`config.mk`:
```
export PLATFORM = sky130hd
export DESIGN_NAME = uart_block_sender_flat
export DESIGN_NICKNAME = d
export VERILOG_FILES = /design/src/rtl/uart_block_sender_if.sv /design/src/rtl/uart_block_sender.sv /design/src/flat_wrapper.sv
export SDC_FILE = /design/constraint.sdc
export NUM_CORES = 1
export LEC_CHECK = 0
export BUFFER_PORTS_ARGS = -buffer_cell sky130_fd_sc_hd__buf_2
export CORE_MARGIN = 2
export CORE_UTILIZATION = 59
export DETAILED_ROUTE_END_ITERATION = 16
export PLACE_DENSITY = 0.95
export SETUP_SLACK_MARGIN = 0.15
export SLEW_MARGIN = 20
export SYNTH_ARGS = -nofsm -noshare
export SYNTH_HDL_FRONTEND = slang
export SYNTH_SLANG_ARGS = --single-unit
```
`constraint.sdc`:
```
create_clock -name i_clk -period 4.66 [get_ports i_clk]
set_clock_uncertainty 0.05 [all_clocks]
set_input_delay 0.233 -clock i_clk [delete_from_list [all_inputs] [get_ports i_clk]]
set_output_delay 0.233 -clock i_clk [all_outputs]
set_load 0.02 [all_outputs]
```
`src/rtl/uart_block_sender_if.sv`:
```
// Block/transmitter handshake bundle for uart_block_sender.
// slave = the sender itself; master = block source plus UART TX.
interface uart_block_sender_if #(
    parameter int BLOCK_BYTES = 16
);
    logic                     i_blk_valid;
    logic [8*BLOCK_BYTES-1:0] i_blk_data;
    logic                     o_blk_ready;
    logic                     o_tx_start;
    logic [7:0]               o_tx_byte;
    logic                     i_tx_busy;
    logic                     o_busy;
    logic                     o_done;

    modport slave (
        input  i_blk_valid, i_blk_data, i_tx_busy,
        output o_blk_ready, o_tx_start, o_tx_byte, o_busy, o_done
    );

    modport master (
        output i_blk_valid, i_blk_data, i_tx_busy,
        input  o_blk_ready, o_tx_start, o_tx_byte, o_busy, o_done
    );
endinterface

```
`src/rtl/uart_block_sender.sv`:
```
// Serialises one BLOCK_BYTES block into byte starts for a UART TX, MSB byte first.
// Define UART_CHKSUM_EN to append an XOR-of-payload checksum byte to every block.
//
// state     | meaning
// IDLE      | ready for a block
// WAIT_IDLE | waiting for transmitter idle, then issue start
// WAIT_HI   | start issued, waiting for busy to rise (retry on silence)
// WAIT_LO   | byte in flight, waiting for busy to fall
// GAP       | GAP_CLKS idle clocks after the fall
// NEXT      | advance to next byte or finish the block
// DONE      | o_done pulse, o_busy still high
module uart_block_sender #(
    parameter int BLOCK_BYTES = 16,
    parameter int GAP_CLKS    = 0
) (
    input  logic               i_clk,
    input  logic               i_rst_n,
    uart_block_sender_if.slave bus
);
    localparam int DW = 8 * BLOCK_BYTES;
    localparam int IW = $clog2(BLOCK_BYTES + 1);
    localparam int GW = (GAP_CLKS > 0) ? $clog2(GAP_CLKS + 1) : 1;

    typedef enum logic [2:0] {
        IDLE, WAIT_IDLE, WAIT_HI, WAIT_LO, GAP, NEXT, DONE
    } state_t;

    state_t          r_state,    w_state_nxt;
    logic [DW-1:0]   r_data,     w_data_nxt;
    logic [IW-1:0]   r_idx,      w_idx_nxt;
    logic [GW-1:0]   r_gap,      w_gap_nxt;
    logic [1:0]      r_hi_cnt,   w_hi_cnt_nxt;
    logic [1:0]      r_retry,    w_retry_nxt;
    logic            r_tx_start, w_tx_start_nxt;
    logic [7:0]      r_tx_byte,  w_tx_byte_nxt;
    logic            r_busy,     w_busy_nxt;
    logic            r_done,     w_done_nxt;
    logic [7:0]      w_cur_byte;
    logic            w_last;
`ifdef UART_CHKSUM_EN
    logic [7:0]      r_xor,      w_xor_nxt;
    logic            r_chk,      w_chk_nxt;

    assign w_cur_byte = r_chk ? r_xor : r_data[DW-1 -: 8];
`else
    assign w_cur_byte = r_data[DW-1 -: 8];
`endif

    assign w_last          = (r_idx == IW'(BLOCK_BYTES - 1));
    assign bus.o_blk_ready = (r_state == IDLE);
    assign bus.o_tx_start  = r_tx_start;
    assign bus.o_tx_byte   = r_tx_byte;
    assign bus.o_busy      = r_busy;
    assign bus.o_done      = r_done;

    always_ff @(posedge i_clk or negedge i_rst_n) begin
        if (!i_rst_n) begin
            r_state    <= IDLE;
            r_data     <= '0;
            r_idx      <= '0;
            r_gap      <= '0;
            r_hi_cnt   <= '0;
            r_retry    <= '0;
            r_tx_start <= 1'b0;
            r_tx_byte  <= '0;
            r_busy     <= 1'b0;
            r_done     <= 1'b0;
`ifdef UART_CHKSUM_EN
            r_xor      <= '0;
            r_chk      <= 1'b0;
`endif
        end else begin
            r_state    <= w_state_nxt;
            r_data     <= w_data_nxt;
            r_idx      <= w_idx_nxt;
            r_gap      <= w_gap_nxt;
            r_hi_cnt   <= w_hi_cnt_nxt;
            r_retry    <= w_retry_nxt;
            r_tx_start <= w_tx_start_nxt;
            r_tx_byte  <= w_tx_byte_nxt;
            r_busy     <= w_busy_nxt;
            r_done     <= w_done_nxt;
`ifdef UART_CHKSUM_EN
            r_xor      <= w_xor_nxt;
            r_chk      <= w_chk_nxt;
`endif
        end
    end

    always_comb begin
        w_state_nxt    = r_state;
        w_data_nxt     = r_data;
        w_idx_nxt      = r_idx;
        w_gap_nxt      = r_gap;
        w_hi_cnt_nxt   = r_hi_cnt;
        w_retry_nxt    = r_retry;
        w_tx_start_nxt = 1'b0;
        w_tx_byte_nxt  = r_tx_byte;
        w_busy_nxt     = r_busy;
        w_done_nxt     = 1'b0;
`ifdef UART_CHKSUM_EN
        w_xor_nxt      = r_xor;
        w_chk_nxt      = r_chk;
`endif
        case (r_state)
            IDLE: begin
                if (bus.i_blk_valid) begin
                    w_data_nxt  = bus.i_blk_data;
                    w_idx_nxt   = '0;
                    w_retry_nxt = '0;
                    w_busy_nxt  = 1'b1;
                    w_state_nxt = WAIT_IDLE;
`ifdef UART_CHKSUM_EN
                    w_xor_nxt   = '0;
                    w_chk_nxt   = 1'b0;
`endif
                end
            end
            WAIT_IDLE: begin
                if (!bus.i_tx_busy) begin
                    w_tx_start_nxt = 1'b1;
                    w_tx_byte_nxt  = w_cur_byte;
                    w_hi_cnt_nxt   = '0;
                    w_state_nxt    = WAIT_HI;
`ifdef UART_CHKSUM_EN
                    // a retry re-sends the same byte, so fold it in only once
                    if (!r_chk && r_retry == 2'd0)
                        w_xor_nxt = r_xor ^ w_cur_byte;
`endif
                end
            end
            WAIT_HI: begin
                if (bus.i_tx_busy) begin
                    w_retry_nxt = '0;
                    w_state_nxt = WAIT_LO;
                end else if (r_hi_cnt == 2'd3) begin
                    if (r_retry == 2'd2) begin
                        w_done_nxt  = 1'b1;
                        w_state_nxt = DONE;
                    end else begin
                        w_retry_nxt = r_retry + 2'd1;
                        w_state_nxt = WAIT_IDLE;
                    end
                end else begin
                    w_hi_cnt_nxt = r_hi_cnt + 2'd1;
                end
            end
            WAIT_LO: begin
                if (!bus.i_tx_busy) begin
                    if (GAP_CLKS > 0) begin
                        w_gap_nxt   = GW'(GAP_CLKS);
                        w_state_nxt = GAP;
                    end else begin
                        w_state_nxt = NEXT;
                    end
                end
            end
            GAP: begin
                if (r_gap <= GW'(1)) begin
                    w_gap_nxt   = '0;
                    w_state_nxt = NEXT;
                end else begin
                    w_gap_nxt = r_gap - GW'(1);
                end
            end
            NEXT: begin
`ifdef UART_CHKSUM_EN
                if (r_chk) begin
                    w_done_nxt  = 1'b1;
                    w_state_nxt = DONE;
                end else if (w_last) begin
                    w_chk_nxt   = 1'b1;
                    w_state_nxt = WAIT_IDLE;
                end
`else
                if (w_last) begin
                    w_done_nxt  = 1'b1;
                    w_state_nxt = DONE;
                end
`endif
                else begin
                    w_idx_nxt   = r_idx + IW'(1);
                    w_data_nxt  = r_data << 8;
                    w_state_nxt = WAIT_IDLE;
                end
            end
            DONE: begin
                w_busy_nxt  = 1'b0;
                w_state_nxt = IDLE;
            end
            default: w_state_nxt = IDLE;
        endcase
    end
endmodule

```
`src/flat_wrapper.sv`:
```
// flat-port wrapper written by rule: the top's interface ports become plain ports
module uart_block_sender_flat 
#(
    parameter int BLOCK_BYTES = 16,
    parameter int GAP_CLKS    = 0
)
  (i_clk, i_rst_n, bus_i_blk_valid, bus_i_blk_data, bus_i_tx_busy, bus_o_blk_ready, bus_o_tx_start, bus_o_tx_byte, bus_o_busy, bus_o_done);
  uart_block_sender_if #(.BLOCK_BYTES(BLOCK_BYTES)) bus_i ();
  input  logic i_clk;
  input  logic i_rst_n;
  input wire logic [$bits(bus_i.i_blk_valid)-1:0] bus_i_blk_valid;
  input wire logic [$bits(bus_i.i_blk_data)-1:0] bus_i_blk_data;
  input wire logic [$bits(bus_i.i_tx_busy)-1:0] bus_i_tx_busy;
  output wire logic [$bits(bus_i.o_blk_ready)-1:0] bus_o_blk_ready;
  output wire logic [$bits(bus_i.o_tx_start)-1:0] bus_o_tx_start;
  output wire logic [$bits(bus_i.o_tx_byte)-1:0] bus_o_tx_byte;
  output wire logic [$bits(bus_i.o_busy)-1:0] bus_o_busy;
  output wire logic [$bits(bus_i.o_done)-1:0] bus_o_done;
  assign bus_i.i_blk_valid = bus_i_blk_valid;
  assign bus_i.i_blk_data = bus_i_blk_data;
  assign bus_i.i_tx_busy = bus_i_tx_busy;
  assign bus_o_blk_ready = bus_i.o_blk_ready;
  assign bus_o_tx_start = bus_i.o_tx_start;
  assign bus_o_tx_byte = bus_i.o_tx_byte;
  assign bus_o_busy = bus_i.o_busy;
  assign bus_o_done = bus_i.o_done;
  uart_block_sender #(.BLOCK_BYTES(BLOCK_BYTES), .GAP_CLKS(GAP_CLKS)) u_core (.i_clk(i_clk), .i_rst_n(i_rst_n), .bus(bus_i));
endmodule
```
## Word level (Yosys, flattened, before mapping)

Cells that the tools add are included.

| word-level totals | value |
|---|---|
| register bits | 152 |
| input bits | 132 |
| output and inout bits | 12 |
| logic and storage cells | 79 |

| cells by class | value |
|---|---|
| add/sub/neg operators | 4 |
| $lt $le $gt $ge | 1 |
| eq/ne operators | 18 |
| muxes and demuxes | 34 |
| bitwise gates (word level) | 1 |
| reduce and logical (&&, ||, !) cells | 11 |

Operators by type and width:

| operator | count |
|---|---|
| two-way mux 128 bit | 2 |
| case mux 128 bit (2 select lines) | 1 |
| two-way mux 3 bit | 8 |
| case mux 3 bit (6 select lines) | 1 |
| two-way mux 2 bit | 7 |
| != test 2 bit (second input constant) | 6 |
| two-way mux 5 bit | 2 |
| case mux 5 bit (2 select lines) | 1 |
| == test 3 bit (second input constant) | 3 |
| two-way mux 1 bit | 8 |
| case mux 2 bit (2 select lines) | 2 |
| AND reduction 4 bit | 2 |
| nonzero test 2 bit | 4 |
| == test 3 x 2 -> 1 bit (second input constant) | 2 |
| adder 5 x 1 -> 5 bit (second input constant) | 1 |
| == test 5 x 4 -> 1 bit (second input constant) | 1 |
| AND reduction 5 bit | 1 |
| adder 2 x 1 -> 2 bit (second input constant) | 2 |
| == test 2 bit (second input constant) | 2 |
| case mux 1 bit (2 select lines) | 2 |
| AND reduction 2 bit | 2 |
| == test 3 x 1 -> 1 bit (second input constant) | 1 |
| logical NOT 3 bit | 1 |
| != test 3 x 2 -> 1 bit (second input constant) | 1 |
| 6 further kinds | 6 |

## Depth between registers and ports, before layout

Gate-level depths: netlist of the first run.

| depth | value |
|---|---|
| word-level depth | 5 |
| mapped depth | 10 |
| mapped depth without buffers | 7 |

## Worst setup path before layout of the first run

No wires, ideal clock.

| path | value |
|---|---|
| path kind | register to register |
| start point | register u_core.r_idx[0] |
| end point | register u_core.r_idx[4] |
| setup time | 126 ps |
| data arrival time | 1983 ps |
| data required time | 4484 ps |
| path slack | 2501 ps |
| stages on the path, launching flop included | 11 |
| path buffers | 3 |
| clock period less this slack | 2159 ps |
| cells stage by stage | dfrtp_1 ha_1 and3_1 ha_1 and4bb_1 nor2_4 buf_4 buf_6 buf_2 nand2_1 o31ai_1 |

| between the ends | value |
|---|---|
| longest elaborated chain between the ends | 3 |
| elaborated cells on any way between the ends | 6 |
| classes of those cells | add/sub: 1; eq/ne: 2; mux: 2; reduce/logical: 1 |

Ends and longest elaborated chain:

| element | line | text |
|---|---|---|
| from (decl) | uart_block_sender.sv:30 | `logic [IW-1:0] r_idx, w_idx_nxt;` |
| from (signal assigned) | uart_block_sender.sv:75 | `r_idx <= w_idx_nxt;` |
| adder 5 x 1 -> 5 bit / == test 5 x 4 -> 1 bit (equally long branches) | uart_block_sender.sv:182, uart_block_sender.sv:49 |  |
| two-way mux 5 bit / != test 2 bit (equally long branches) | -- |  |
| case mux 5 bit (2 select lines) / AND reduction 3 bit (equally long branches) | -- |  |

Parallel ways exist; a longest one is shown, timed or not. The select of a mux whose other input is x is not followed.
A chain may end at the register's enable or synchronous reset.

## Worst setup path after layout of the first run

| path | value |
|---|---|
| start point | register u_core.r_idx[0] |
| end point | register u_core.r_data[126] |

| between the ends | value |
|---|---|
| longest elaborated chain between the ends | 3 |

Ends and longest elaborated chain:

| element | line | text |
|---|---|---|
| == test 5 x 4 -> 1 bit | uart_block_sender.sv:49 | `assign w_last = (r_idx == IW'(BLOCK_BYTES - 1));` |
| != test 2 bit (no line) | -- |  |
| AND reduction 3 bit (no line) | -- |  |
| to (signal assigned) | uart_block_sender.sv:74 | `r_data <= w_data_nxt;` |
| to (decl) | uart_block_sender.sv:29 | `logic [DW-1:0] r_data, w_data_nxt;` |

Every way passes these cells.

==> reports/metrics.cfg, run 1 <==
[status]
status = finished, final reports clean

[cts]
clock_latency_ps = 420
postCtsSetupBuffers = 0
path_clk_slew_ps = 60
htree_levels = 4
cts_resized = 0
cts_buffers = 17
cts_sinks = 151
cts_root_buf = clkbuf_16
cts_tree = yes
cts_max_path_buffers = 2
ctsHoldBuffers = 7

[timing]
slew_viol_final = 0
layout_min_cycle_time_ps = 2678
hold_viol = 0
fin_hold_ws_ps = 22.89
setup_viol = 0
slew_headroom = 0.3133
max_freq_mhz = 373.4
finalWorstSetupSlack_ps = 1982
period_share = 0.5746
grt_setup_unrepaired = false
setup_tns_ps = 0
tightest_slew_ps = 1030

[global_routing]
grt_usage = 0.2551
grt_max_degree = 138
antenna_found_initial = 0
grt_pass1_wl_mm = 25.10
grt_pass1_vias = 5165
grt.overflow.total = 0

[routing]
wl_mm = 15.32
routedWlPerCell_um = 16.45
antenna_left = 0
drt_iter0_drc = 439
drc = 0
first_pass_iters = 5
drt-vias-per-instance = 5.573
vias = 5188

[yosys]
synth_warnings = 0
syn_avg_cell_area_um2 = 10.67
yosysUniqueCellTypes = 36
synth_area_um2 = 6894
netlist_instances = 646
synth_seq_cells = 151
ys_seq_area_frac = 0.5481
synth_fp_nets = 782

[die]
die_area_um2 = 12570
core_um2 = 11420
initial_utilization = 0.6038
die-height_um = 112.1
design.portCount = 144
rows = 39
die_w_um = 112.1

[cells_and_area]
area_delta_synth_final_pct = 20.94
drive_above_1_share = 0.2487
antenna_cells = 0
fin_nets = 911
num-fill-cells = 797
final_cells = 931

[setup_path]
path_class = reg2reg
critical_path_required_ps = 4930
crit_arrival_ps = 2950
critPathMaxFanout = 115
cp-end-kind = flop
start_kind = flop

[placement]
pre_cts_ws_ps = 1920
gp_routability_congestion = 0.8853
dp_hpwl_mm = 9.854
io_buffer_count = 143
placed_cells = 892

[flow_run]
cap_violations = 0

[pwr]
powerDensity_nw_per_um2 = 650.5
peakVddDrop_uv = 466.2
p_leak_nw = 3.776

[hold_path]
hold_path.class = in2reg

## worst max-delay path, cell delays in order (launching register included)
cell and delay (ps):
dfrtp_1 380, ha_1 200, and3_1 170, ha_1 230, and4bb_1 270, nor2_4 140
buf_4 800, nand2_1 150, o21ai_1 160
## path summary, 6_finish.rpt
| kind | from | to | slack (ps) | cells past startpoint |
|---|---|---|---|---|
| min in group asynchronous | i_rst_n | u_core.r_data[112] | 440 | 2 |
| hold / removal | bus_i_blk_data[0] | u_core.r_data[0] | 20 | 2 |
| setup reg to reg | u_core.r_idx[0] | u_core.r_data[126] | 1980 | 8 |
| setup / recovery | u_core.r_idx[0] | u_core.r_data[126] | 1980 | 8 |
| hold reg to reg | u_core.r_data[40] | u_core.r_data[40] | 430 | 2 |
| max in group asynchronous | i_rst_n | u_core.r_data[40] | 2930 | 3 |
## power breakdown
group          leakage (nW)  internal, mW  switching (mW)
combinational          1.60         0.677           0.984
sequential             1.88          1.93           0.387
clock                 0.296         0.897           0.554
## cell usage in the layout, fill, tap and decap left out, drive strengths merged
master,instances
nand3,2
nor3,3
dfrtp,151
a2111o,1
o22ai,1
o221ai,1
a22o,9
a21boi,1
o311ai,1
o21ai,127
mux2i,121
a21oi,4
nand2,130
nand2b,3
clkinv,5
clkinvlp,4
nor4b,1
nor4,1
a211oi,1
xor2,1
or4,1
and3,2
inv,8
clkbuf,17
and4bb,1
bufinv,4
nor2,9
dlygate4sd3,7
ha,4
buf,149
o41ai,1
nor2b,3
o31ai,1
mux2,10
o211ai,2
o2111ai,1
## synth_stat cells (all sizes together)
master | n | area, µm²
a2111o | 1 | 11.26
a211oi | 1 | 7.510
a21boi | 1 | 7.510
a21oi | 4 | 20.02
a22o | 9 | 78.83
and3 | 2 | 12.51
and4bb | 1 | 12.51
buf | 33 | 183.9
clkbuf | 13 | 48.80
dfrtp | 151 | 3779
ha | 4 | 50.05
inv | 6 | 22.52
mux2 | 10 | 112.6
mux2i | 121 | 1211
nand2 | 130 | 488.0
nand2b | 3 | 18.77
nand3 | 2 | 10.01
nor2 | 9 | 41.29
nor2b | 3 | 18.77
nor3 | 3 | 15.01
nor4 | 1 | 6.260
nor4b | 1 | 15.01
o2111ai | 1 | 8.760
o211ai | 2 | 15.01
o21ai | 127 | 635.6
o221ai | 1 | 8.760
o22ai | 1 | 6.260
o311ai | 1 | 8.760
o31ai | 1 | 7.510
o41ai | 1 | 16.27
or4 | 1 | 7.510
xor2 | 1 | 8.760
## metrics by stage
stage | cell area [µm²] | utilization | power, mW
6_report | 8338 | 0.7302 | 5.424
5_1_grt | 8338 | 0.7302 | 5.793
4_1_cts | 8329 | 0.7295 | 5.444
3_5_place_dp | 7634 | 0.6685 | 3.958
3_3_place_gp | 7634 | 0.6685 | 3.827
2_1_floorplan | 6894 | - | 3.525
## area by class of cell
type	count	area [µm²]	share of cell area
Clock buffer	17	425.4	0.05102
Timing Repair Buffer	156	849.6	0.1019
Sequential cell	151	3779	0.4532
Clock inverter	15	200.2	0.02401
Tap cell	143	178.9	0.02146
Inverter	6	22.52	0.002701
Multi-Input combinational cell	443	2883	0.3457
## registers in the layout, indices dropped and copies added, names as in the netlist
register and flops:
u_core.r_idx 5, u_core.r_hi_cnt 2, u_core.bus.o_tx_byte 8, u_core.r_retry 2
u_core.bus.o_done 1, u_core.bus.o_tx_start 1, u_core.bus.o_busy 1, u_core.r_data 128
u_core.r_state 3
## routing by layer
layer	global-route usage	vias up	share of wire	wire length (µm)
li1	-	2511	-	-
met1	0.3389	2485	0.43	6609
met2	0.4080	168	0.49	7548
met3	0.06425	24	0.057	870
met4	0.1008	0	0.019	291
met5	0	-	0	0
## cell families (layout without fill, tap and decap cells)
logic type | after synthesis | count (layout) | share of synthesized area
flip-flops | 151 | 151 | 0.5481
XOR/XNOR | 1 | 1 | 0.001271
multiplexers | 131 | 131 | 0.1920
AO/OA/AOI/OAI | 151 | 151 | 0.1207
buffers and inverters | 52 | 194 | 0.03702
adder cells (fa/ha/maj) | 4 | 4 | 0.007260
AND/OR/NAND/NOR | 156 | 156 | 0.09365
Note: power is estimated with default switching activity, not from simulation.
==> inputs of run 2 (changes only) <==
CORE_UTILIZATION = 55   (was 59)
PLACE_DENSITY = 0.9   (was 0.95)
clock period = 2.6 ns   (was 4.66 ns; I/O delays follow)
==> run 2 against run 1 <==
  * Worst hold slack got worse by 6.5 ps
  * Critical endpoint is now u_core.r_data[87]
  * First-iteration DRC count up 18%
  * Highest routed layer unchanged
  * Critical path depth rose by 1
  * Largest cell class unchanged
  * Largest power group unchanged
==> reports/metrics.cfg, run 2 (synthesis gave the netlist of run 1 again) <==
[status]
status = finished, final reports clean  ; unchanged

[cts]
cts_tree = yes  ; unchanged
cts_root_buf = clkbuf_16  ; unchanged
cts_sinks = 151  ; unchanged
path_clk_slew_ps = 60  ; about the same
cts_buffers = 17  ; unchanged
clock_latency_ps = 420  ; about the same
postCtsSetupBuffers = 0  ; unchanged
htree_levels = 4  ; unchanged
cts_max_path_buffers = 2  ; unchanged

[setup_path]
crit_chain = ha_1 > and3_1 > ha_1 > and4bb_1 > nor2_4 > buf_12 > buf_12 > nand2_1 > o21ai_1  ; was ha_1 > and3_1 > ha_1 > and4bb_1 > nor2_4 > buf_4 > nand2_1 > o21ai_1
cp_top_family = simple AND/OR/NAND/NOR gates  ; was buffers and inverters
start_kind = flop  ; unchanged
cp-end-kind = flop  ; unchanged
worst_path_largest_cell_delay_ps = 400  ; was 800 ps
cp_slowest_cell = dfrtp_1  ; was buf_4
critical_path_required_ps = 2830  ; was 4930 ps
path_class = reg2reg  ; unchanged
critPathMaxFanout = 62  ; was 115
crit_arrival_ps = 2540  ; was 2950 ps
crit_buf_inv = 2  ; was 1

[timing]
fin_hold_ws_ps = 16.36  ; was 22.89 ps
setup_viol = 0  ; unchanged
slew_headroom = 0.5181  ; was 0.3133
tightest_slew_ps = 722.8  ; was 1030 ps
layout_min_cycle_time_ps = 2310  ; was 2678 ps
setup_tns_ps = 0  ; unchanged
period_share = 0.8886  ; was 0.5746
hold_viol = 0  ; unchanged
grt_setup_unrepaired = false  ; unchanged
max_freq_mhz = 432.8  ; was 373.4 MHz
slew_viol_final = 0  ; unchanged

[routing]
antenna_left = 0  ; unchanged
routedWlPerCell_um = 18.33  ; was 16.45 µm
drt_iter0_drc = 519  ; was 439
drt-vias-per-instance = 5.479  ; was 5.573
drc = 0  ; unchanged
first_pass_iters = 7  ; was 5
vias = 5901  ; was 5188
wl_mm = 19.75  ; was 15.32 mm

[placement]
dp_hpwl_mm = 10.26  ; was 9.854 mm
gp_routability_congestion = 0.8122  ; was 0.8853
io_buffer_count = 143  ; unchanged

[cells_and_area]
regMostFlops = u_core.r_data  ; unchanged
num-fill-cells = 726  ; was 797
fin_nets = 1034  ; was 911
final_common_cell = dfrtp_1  ; unchanged
drive_above_1_share = 0.2126  ; was 0.2487
area_delta_synth_final_pct = 38.37  ; was 20.94%
final_cell_mix = dfrtp_1, buf_2, nand2_1, dlygate4sd3_1, mux2i_1  ; was dfrtp_1, buf_2, nand2_1, mux2i_1, o21ai_1
largest_reg_flops = 128  ; unchanged

[die]
core_um2 = 12110  ; was 11420 µm²
rows = 40  ; was 39
design.portCount = 144  ; unchanged
die_w_um = 116.0  ; was 112.1 µm
initial_utilization = 0.5692  ; was 0.6038
die_area_um2 = 13450  ; was 12570 µm²
die-height_um = 116.0  ; was 112.1 µm

[pwr]
peakVddDrop_uv = 605.5  ; was 466.2 µV
total_power_mw = 9.738  ; was 5.424 mW
p_leak_nw = 4.268  ; was 3.776 nW
powerDensity_nw_per_um2 = 1021  ; was 650.5 nW/µm²

[global_routing]
grt_max_degree = 129  ; was 138
grt_pass1_vias = 6333  ; was 5165
grt_usage = 0.3178  ; was 0.2551
antenna_found_initial = 1  ; was 0
grt.overflow.total = 0  ; unchanged
grt_pass1_wl_mm = 31.75  ; was 25.10 mm

[hold_path]
hold_path.class = in2reg  ; unchanged

[flow_run]
cap_violations = 0  ; unchanged

-- run 2: cell types whose count changed in the layout (fill, tap and decap cells not counted), moves of 2 or more --
cell           delta
clkinv_4          -2
clkinvlp_4        -3
clkbuf_1          +6
dlygate4sd3_1   +117
inv_6             -2
buf_12            +5
bufinv_16         -3
clkbuf_8          +2
-- run 2: where the power goes --
group	internal (mW)	total (mW)	switching, mW	leakage [nW]
clock network	1.35	2.24	0.896	0.253
registers	3.45	4.18	0.732	1.88
logic	1.41	3.31	1.90	2.13
total	6.21	9.74	3.53	4.27
-- run 2: path summary, 6_finish.rpt --
| kind | start | endpoint | slack (ps) | cells past startpoint |
|---|---|---|---|---|
| worst max-delay path | u_core.r_idx[0] | u_core.r_data[87] | 290 | 9 |
| worst max register to register | u_core.r_idx[0] | u_core.r_data[87] | 290 | 9 |
| worst min-delay path | bus_i_blk_data[33] | u_core.r_data[33] | 20 | 3 |
| worst min register to register | u_core.r_retry[0] | u_core.r_retry[0] | 430 | 1 |
| min in group asynchronous | i_rst_n | u_core.r_data[102] | 260 | 2 |
| max in group asynchronous | i_rst_n | u_core.r_data[45] | 1470 | 3 |
-- run 2: what timing repair did --
action                                 in CTS  in global routing
resized for setup                           0                  0
setup endpoints to repair                   0                  0
hold buffers                              123                  1
endpoints found under the hold margin     199                  1
-- run 2: area by class of cell --
class | count | area (µm²) | area share
sequential | 151 | 3779 | 0.3961
multi-input combinational | 443 | 2874 | 0.3013
tap | 168 | 210.2 | 0.02204
clock inverter | 4 | 47.55 | 0.004984
antenna | 1 | 2.502 | 0.0002623
timing repair buffer | 279 | 2128 | 0.2231
clock buffer | 25 | 475.5 | 0.04984
inverter | 6 | 22.52 | 0.002361
-- run 2: routing by layer --
layer | wire length, µm | global-route usage | part of all wire | up-vias
met5 | 0 | 0 | 0 | -
met4 | 1165 | 0.1984 | 0.059 | 0
met3 | 1245 | 0.09100 | 0.063 | 109
met2 | 10040 | 0.5524 | 0.51 | 261
met1 | 7295 | 0.3415 | 0.37 | 2771
li1 | - | - | - | 2760
-- run 2: worst min-delay path: stages --
cell and delay (ps):
buf_2 90, mux2i_1 60, o21ai_0 160
-- run 2: metrics by stage --
step	setup slack [ps]	std cells	instance area, µm²	util
after floorplan	441.1	646	6894	-
after global placement	384.6	923	7772	0.6417
after detailed placement	328.2	923	7772	0.6417
after CTS	323.3	1075	9527	0.7866
after global routing	150.0	1077	9539	0.7876
final	289.7	1077	9539	0.7876
